==> config.mk <==
export PLATFORM = sky130hd
export DESIGN_NAME = multicycle_control
export DESIGN_NICKNAME = d
export VERILOG_FILES = /design/src/rtl/multicycle_control.sv
export SDC_FILE = /design/constraint.sdc
export NUM_CORES = 1
export LEC_CHECK = 0
export BUFFER_PORTS_ARGS = -buffer_cell sky130_fd_sc_hd__buf_4
export CORE_AREA = 2 2 55 83
export DETAILED_ROUTE_END_ITERATION = 6
export DIE_AREA = 0 0 57 85
export PLACE_DENSITY = 0.7
export SETUP_SLACK_MARGIN = 0.1
export SLEW_MARGIN = 5
export SYNTH_ARGS = -nofsm -noshare
export SYNTH_HDL_FRONTEND = slang
export SYNTH_SLANG_ARGS = --single-unit
==> constraint.sdc <==
create_clock -name clk -period 2.5 [get_ports clk]
set_input_delay 0.125 -clock clk [delete_from_list [all_inputs] [get_ports clk]]
set_output_delay 0.125 -clock clk [all_outputs]
set_load 0.01 [all_outputs]
==> src/rtl/multicycle_control.sv <==
// Multicycle RISC-V control FSM: fetch/decode/execute/memory/writeback sequencing with traps.
// Optional retired-instruction counter enabled by defining CONTROL_PERF_CNT_EN.
module multicycle_control #(
  parameter int ALU_OP_WIDTH   = 3,
  parameter int WAIT_CNT_WIDTH = 4,
  parameter int MAX_WAIT       = 15
) (
  input  logic                    clk,
  input  logic                    reset,
  input  logic [6:0]              OP_i,
  input  logic                    Mem_Ready_i,
  output logic                    PC_Write_o,
  output logic                    IR_Write_o,
  output logic                    Mem_Read_o,
  output logic                    Mem_Write_o,
  output logic                    Reg_Write_o,
  output logic [1:0]              Wb_Sel_o,
  output logic [1:0]              ALU_Src_A_o,
  output logic [1:0]              ALU_Src_B_o,
  output logic [ALU_OP_WIDTH-1:0] ALU_Op_o,
  output logic [1:0]              PC_Src_o,
  output logic                    Branch_o,
  output logic                    Illegal_o,
  output logic                    Timeout_o,
  output logic [3:0]              State_o,
  output logic [31:0]             Instr_Count_o
);

  typedef enum logic [3:0] {
    S_FETCH  = 4'd0,
    S_DECODE = 4'd1,
    S_EXEC_R = 4'd2,
    S_EXEC_I = 4'd3,
    S_EXEC_U = 4'd4,
    S_ADDR   = 4'd5,
    S_MEM_RD = 4'd6,
    S_MEM_WR = 4'd7,
    S_MEM_WB = 4'd8,
    S_ALU_WB = 4'd9,
    S_BRANCH = 4'd10,
    S_JAL    = 4'd11,
    S_JALR   = 4'd12,
    S_TRAP   = 4'd13
  } state_t;

  localparam logic [6:0] OP_R      = 7'h33;
  localparam logic [6:0] OP_I      = 7'h13;
  localparam logic [6:0] OP_LUI    = 7'h37;
  localparam logic [6:0] OP_LOAD   = 7'h03;
  localparam logic [6:0] OP_STORE  = 7'h23;
  localparam logic [6:0] OP_BRANCH = 7'h63;
  localparam logic [6:0] OP_JAL    = 7'h6F;
  localparam logic [6:0] OP_JALR   = 7'h67;

  localparam logic [ALU_OP_WIDTH-1:0] ALU_R   = ALU_OP_WIDTH'(3'b000);
  localparam logic [ALU_OP_WIDTH-1:0] ALU_IL  = ALU_OP_WIDTH'(3'b001);
  localparam logic [ALU_OP_WIDTH-1:0] ALU_U   = ALU_OP_WIDTH'(3'b010);
  localparam logic [ALU_OP_WIDTH-1:0] ALU_ADD = ALU_OP_WIDTH'(3'b011);
  localparam logic [ALU_OP_WIDTH-1:0] ALU_BR  = ALU_OP_WIDTH'(3'b100);

  localparam logic [WAIT_CNT_WIDTH-1:0] WAIT_LIMIT = WAIT_CNT_WIDTH'(MAX_WAIT);

  typedef struct packed {
    logic                    is_fetch;
    logic                    pc_write;
    logic                    mem_read;
    logic                    mem_write;
    logic                    reg_write;
    logic                    branch;
    logic [1:0]              wb_sel;
    logic [1:0]              src_a;
    logic [1:0]              src_b;
    logic [1:0]              pc_src;
    logic [ALU_OP_WIDTH-1:0] alu_op;
  } ctrl_t;

  state_t                    state;
  state_t                    next_state;
  ctrl_t                     ctrl_q;
  logic [WAIT_CNT_WIDTH-1:0] wait_cnt;
  logic                      mem_wait;
  logic                      set_illegal;
  logic                      set_timeout;
  logic                      illegal_q;
  logic                      timeout_q;

  // Moore strobe table; FETCH's IR/PC loads are qualified by ready outside the register.
  function automatic ctrl_t decode_ctrl(input state_t s);
    ctrl_t c;
    c = '0;
    case (s)
      S_FETCH: begin
        c.is_fetch = 1'b1;
        c.mem_read = 1'b1;
        c.src_a    = 2'b00;
        c.src_b    = 2'b01;
        c.alu_op   = ALU_ADD;
      end
      S_DECODE: begin
        c.src_a  = 2'b10;
        c.src_b  = 2'b10;
        c.alu_op = ALU_ADD;
      end
      S_EXEC_R: begin
        c.src_a  = 2'b01;
        c.src_b  = 2'b00;
        c.alu_op = ALU_R;
      end
      S_EXEC_I: begin
        c.src_a  = 2'b01;
        c.src_b  = 2'b10;
        c.alu_op = ALU_IL;
      end
      S_EXEC_U: begin
        c.src_b  = 2'b10;
        c.alu_op = ALU_U;
      end
      S_ADDR: begin
        c.src_a  = 2'b01;
        c.src_b  = 2'b10;
        c.alu_op = ALU_ADD;
      end
      S_MEM_RD: c.mem_read  = 1'b1;
      S_MEM_WR: c.mem_write = 1'b1;
      S_MEM_WB: begin
        c.reg_write = 1'b1;
        c.wb_sel    = 2'b01;
      end
      S_ALU_WB: begin
        c.reg_write = 1'b1;
        c.wb_sel    = 2'b00;
      end
      S_BRANCH: begin
        c.src_a  = 2'b01;
        c.src_b  = 2'b00;
        c.alu_op = ALU_BR;
        c.branch = 1'b1;
        c.pc_src = 2'b01;
      end
      S_JAL: begin
        c.pc_write  = 1'b1;
        c.pc_src    = 2'b01;
        c.reg_write = 1'b1;
        c.wb_sel    = 2'b10;
      end
      S_JALR: begin
        c.src_a     = 2'b01;
        c.src_b     = 2'b10;
        c.alu_op    = ALU_ADD;
        c.pc_write  = 1'b1;
        c.pc_src    = 2'b10;
        c.reg_write = 1'b1;
        c.wb_sel    = 2'b10;
      end
      default: c = '0;
    endcase
    return c;
  endfunction

  always_comb begin
    next_state  = state;
    mem_wait    = 1'b0;
    set_illegal = 1'b0;
    set_timeout = 1'b0;
    case (state)
      S_FETCH: begin
        mem_wait = 1'b1;
        if (Mem_Ready_i) next_state = S_DECODE;
      end
      S_DECODE: begin
        case (OP_i)
          OP_R:               next_state = S_EXEC_R;
          OP_I:               next_state = S_EXEC_I;
          OP_LUI:             next_state = S_EXEC_U;
          OP_LOAD, OP_STORE:  next_state = S_ADDR;
          OP_BRANCH:          next_state = S_BRANCH;
          OP_JAL:             next_state = S_JAL;
          OP_JALR:            next_state = S_JALR;
          default: begin
            next_state  = S_TRAP;
            set_illegal = 1'b1;
          end
        endcase
      end
      S_EXEC_R, S_EXEC_I, S_EXEC_U: next_state = S_ALU_WB;
      S_ADDR:   next_state = (OP_i == OP_LOAD) ? S_MEM_RD : S_MEM_WR;
      S_MEM_RD: begin
        mem_wait = 1'b1;
        if (Mem_Ready_i) next_state = S_MEM_WB;
      end
      S_MEM_WR: begin
        mem_wait = 1'b1;
        if (Mem_Ready_i) next_state = S_FETCH;
      end
      S_MEM_WB, S_ALU_WB, S_BRANCH, S_JAL, S_JALR: next_state = S_FETCH;
      S_TRAP:   next_state = S_TRAP;
      default: begin
        next_state  = S_TRAP;
        set_illegal = 1'b1;
      end
    endcase
    // A ready on the limit cycle wins; only a still-stalled memory times out.
    if (mem_wait && !Mem_Ready_i && (wait_cnt == WAIT_LIMIT)) begin
      next_state  = S_TRAP;
      set_timeout = 1'b1;
    end
  end

  always_ff @(posedge clk) begin
    if (!reset) begin
      state     <= S_FETCH;
      ctrl_q    <= decode_ctrl(S_FETCH);
      wait_cnt  <= '0;
      illegal_q <= 1'b0;
      timeout_q <= 1'b0;
    end else begin
      state  <= next_state;
      ctrl_q <= decode_ctrl(next_state);
      if (next_state != state) begin
        wait_cnt <= '0;
      end else if (mem_wait && !Mem_Ready_i) begin
        wait_cnt <= wait_cnt + 1'b1;
      end
      if (set_illegal) illegal_q <= 1'b1;
      if (set_timeout) timeout_q <= 1'b1;
    end
  end

  assign IR_Write_o  = ctrl_q.is_fetch & Mem_Ready_i;
  assign PC_Write_o  = ctrl_q.pc_write | (ctrl_q.is_fetch & Mem_Ready_i);
  assign Mem_Read_o  = ctrl_q.mem_read;
  assign Mem_Write_o = ctrl_q.mem_write;
  assign Reg_Write_o = ctrl_q.reg_write;
  assign Wb_Sel_o    = ctrl_q.wb_sel;
  assign ALU_Src_A_o = ctrl_q.src_a;
  assign ALU_Src_B_o = ctrl_q.src_b;
  assign ALU_Op_o    = ctrl_q.alu_op;
  assign PC_Src_o    = ctrl_q.pc_src;
  assign Branch_o    = ctrl_q.branch;
  assign Illegal_o   = illegal_q;
  assign Timeout_o   = timeout_q;
  assign State_o     = state;

`ifdef CONTROL_PERF_CNT_EN
  logic [31:0] instr_count;
  logic        retire;

  // An instruction retires when a completing state hands control back to FETCH.
  always_comb begin
    retire = 1'b0;
    if (next_state == S_FETCH) begin
      case (state)
        S_ALU_WB, S_MEM_WB, S_MEM_WR, S_BRANCH, S_JAL, S_JALR: retire = 1'b1;
        default: retire = 1'b0;
      endcase
    end
  end

  always_ff @(posedge clk) begin
    if (!reset) begin
      instr_count <= '0;
    end else if (retire) begin
      instr_count <= instr_count + 32'd1;
    end
  end

  assign Instr_Count_o = instr_count;
`else
  assign Instr_Count_o = '0;
`endif

endmodule
==> flow_metrics.tcl <==
set metrics [dict create \
    vias 1309 \
    critPathTopFamily "simple AND/OR/NAND/NOR gates" \
    combPwrFrac_pct 51.4 \
    irDropWorstVdd_mv 0.5157 \
    drv_cap 0 \
    first_global_vias 1232 \
    cts-root-buf "clkbuf_8" \
    drt_pass1_iterations 4 \
    antennaDiodeCount 0 \
    core_area_um2 4136 \
    grt_pass1_wl_mm 5.237 \
    overflow 0 \
    syn_inst 199 \
    period_share_pct 90.25 \
    tns_ns 0 \
    drive_gt1_share_pct 27.68 \
    fmax_ghz 0.4432 \
    num-nets-final 236 \
    ant_nets 0 \
    syn-cell-area_um2 1754 \
    dpl.hpwl_mm 2.495 \
    holdWs_ns 0.1573 \
    drt_iter0_markers 17 \
    cts-hold-fix-buffers 0 \
    numCtsBuffers 3 \
    cts_max_level 1 \
    postRouteWirelength_mm 3.115 \
    yosys_warnings 0 \
    insertion_delay_ns 0.27 \
    startpoint_type "register" \
    crit_chain "or4b_4, or4_4, or3b_1, or3_1, and2_4, o211ai_1" \
    power.share.clock_pct 13.8 \
    dieArea_um2 4845 \
    leakagePower_nw 0.8957 \
    routedWlPerCell_um 11.54 \
    drt-vias-per-instance 4.848 \
    grt.total_usage_pct 13.19 \
    crit_required_ns 2.65 \
    clk_pin_slew_ns 0.09 \
    initial_utilization_pct 42.41 \
    crit_arrival_ns 2.41 \
    reg2reg_depth 6 \
    ys_async_sr_fraction_pct 0 \
    cts_setup_buffers 0 \
    synth_edf_count 0 \
    cts.sinks 27 \
    cts_tree "done" \
    grt_max_degree 15 \
    yosys_register_bits 27 \
    worstHoldStart "reset" \
    hold_violations 0 \
    fp.dieH_um 85 \
    clock_skew_ns 0.003760 \
    period_needed_ns 2.256 \
    die_x_um 57 \
    antenna_found_initial 0 \
    p_switching_uw 653.1 \
    seq_power_share_pct 34.8 \
    sw_frac_of_total_pct 37.66 \
    relSlewSlack_pct 57.33 \
    whs_endpoint "Timeout_o" \
    gp_congestion 0.9356 \
    cpMaxStageDelayCell "or4_4" \
    r2r_end "ALU_Op_o[0]" \
    yosysSeqAreaShare_pct 30.81 \
    end_kind "register" \
    area.growth.synth_to_final_pct 8.702 \
    powerDensity_nw_per_um2 909.5 \
    slew_viol_final 0 \
    ios 65 \
    cts.path.max_buffers 2 \
    crit_buf_inv 0 \
    worstMarginPinSlew_ns 0.6372 \
    numPortBuffers 32 \
    r2r_slack_ns 0.24 \
    whs_path_depth 2 \
    rsz0062_at_grt "false" \
    p_int_mw 1.081 \
    rows 29 \
    design_area_um2 1907 \
    crit_type "register to register" \
    slowest_delay_ns 0.60 \
    drc 0 \
    min_path_type "input pin to register" \
    yosys.cell_types.count 55 \
    avgSynthCellArea_um2 8.815 \
    reg2reg_from "State_o[0]" \
    worstPathMaxFanout 6 \
    post_dp_cell_area_um2 1859 \
    setup-violations-final 0 \
    status "finished clean" \
    synthFlopType "dfxtp_1" \
]
-- worst max-delay path by stage --
| stage | end | slack (ns) | startpoint | cells past startpoint |
|---|---|---|---|---|
| global placement | Mem_Read_o | 0.21 | State_o[2] | 8 |
| detailed placement | ALU_Op_o[0] | 0.16 | State_o[2] | 8 |
| finish | ALU_Op_o[0] | 0.24 | State_o[0] | 6 |
| global route | wait_cnt[3] | 0.12 | State_o[1] | 8 |
| floorplan | ALU_Op_o[0] | 0.25 | State_o[0] | 7 |
| CTS | ALU_Op_o[0] | 0.14 | State_o[2] | 8 |
-- synth_stat cells (3+ instances only) --
cell,count,area (um^2)
a21o_1,3,22.52
a21oi_1,3,15.01
a31oi_1,3,18.77
and2_1,3,18.77
buf_2,4,20.02
buf_4,44,330.3
dfxtp_1,27,540.5
inv_1,6,22.52
nand2_1,12,45.04
nand2b_1,5,31.28
nand3_1,3,15.01
nor2_1,12,45.04
nor3_1,7,35.03
nor3b_1,4,30.03
o21a_1,5,37.54
o21ai_0,3,15.01
xnor2_1,3,26.28
xor2_1,5,43.79
-- cells in the final DEF, fill, tap and decap left out, drive strengths merged, types with 4 or more instances in the layout --
master,n
nor2,12
o21ai,5
o21a,5
conb,32
nand2b,6
inv,7
nor2b,4
and2,4
nor3b,4
nor3,7
nand2,12
clkbuf,4
xor2,5
or3,4
dfxtp,27
buf,41
-- metal layers --
layer | GRT usage (%) | vias to the layer above | routed length, um
met4 | 5.920 | 0 | 62
met1 | 15.38 | 593 | 1293
met2 | 23.82 | 56 | 1559
met3 | 1.220 | 6 | 200
met5 | 0 | - | 0
li1 | - | 654 | -
-- sequential cells by signal (all words and copies together) (netlist names) --
name / count
ALU_Op_o: 3
ALU_Src_A_o: 2
ALU_Src_B_o: 2
Branch_o: 1
Illegal_o: 1
Mem_Read_o: 1
Mem_Write_o: 1
PC_Src_o: 2
Reg_Write_o: 1
State_o: 4
Timeout_o: 1
Wb_Sel_o: 2
ctrl_q: 2
wait_cnt: 4
-- power groups by stage --
stage | Clock [mW] | Combinational, mW | Sequential, mW
2_1_floorplan | 0 | 0.727 | 0.593
6_report | 0.238 | 0.892 | 0.604
3_3_place_gp | 0 | 0.880 | 0.613
5_1_grt | 0.264 | 0.983 | 0.617
4_1_cts | 0.246 | 0.899 | 0.604
3_5_place_dp | 0 | 0.893 | 0.614
-- area by class of cell --
class	count	area [um^2]
Clock buffer	4	45.04
Timing Repair Buffer	41	307.8
Sequential cell	27	543.0
Fill cell	429	2230
Inverter	7	26.28
Tap cell	46	57.56
Multi-Input combinational cell	145	927.1
-- stage by stage --
step	instances	power [mW]	setup slack (ns)	utilization, %
6_report	270	1.734	0.2437	46.10
5_1_grt	270	1.864	0.1202	46.10
4_1_cts	270	1.750	0.1426	46.04
3_5_place_dp	266	1.507	0.1563	44.95
3_3_place_gp	266	1.493	0.2058	44.95
2_1_floorplan	230	1.321	0.2534	-
-- timing repair --
item	4_1_cts	5_1_grt
resized for setup	0	2
setup endpoints to repair	0	8
hold endpoints to repair	0	0
-- cell families after synthesis --
kind of cell / share of synthesized area [%]
buffers and inverters: 22.97
adders and majority gates: 0.7132
DFF: 30.81
and+or+nand+nor: 24.25
other: 0.2138
AOI/OAI and AO/OA: 16.48
muxes: 0.5706
xor gates and xnor gates: 3.994
Power figures use the tool's default switching activity.
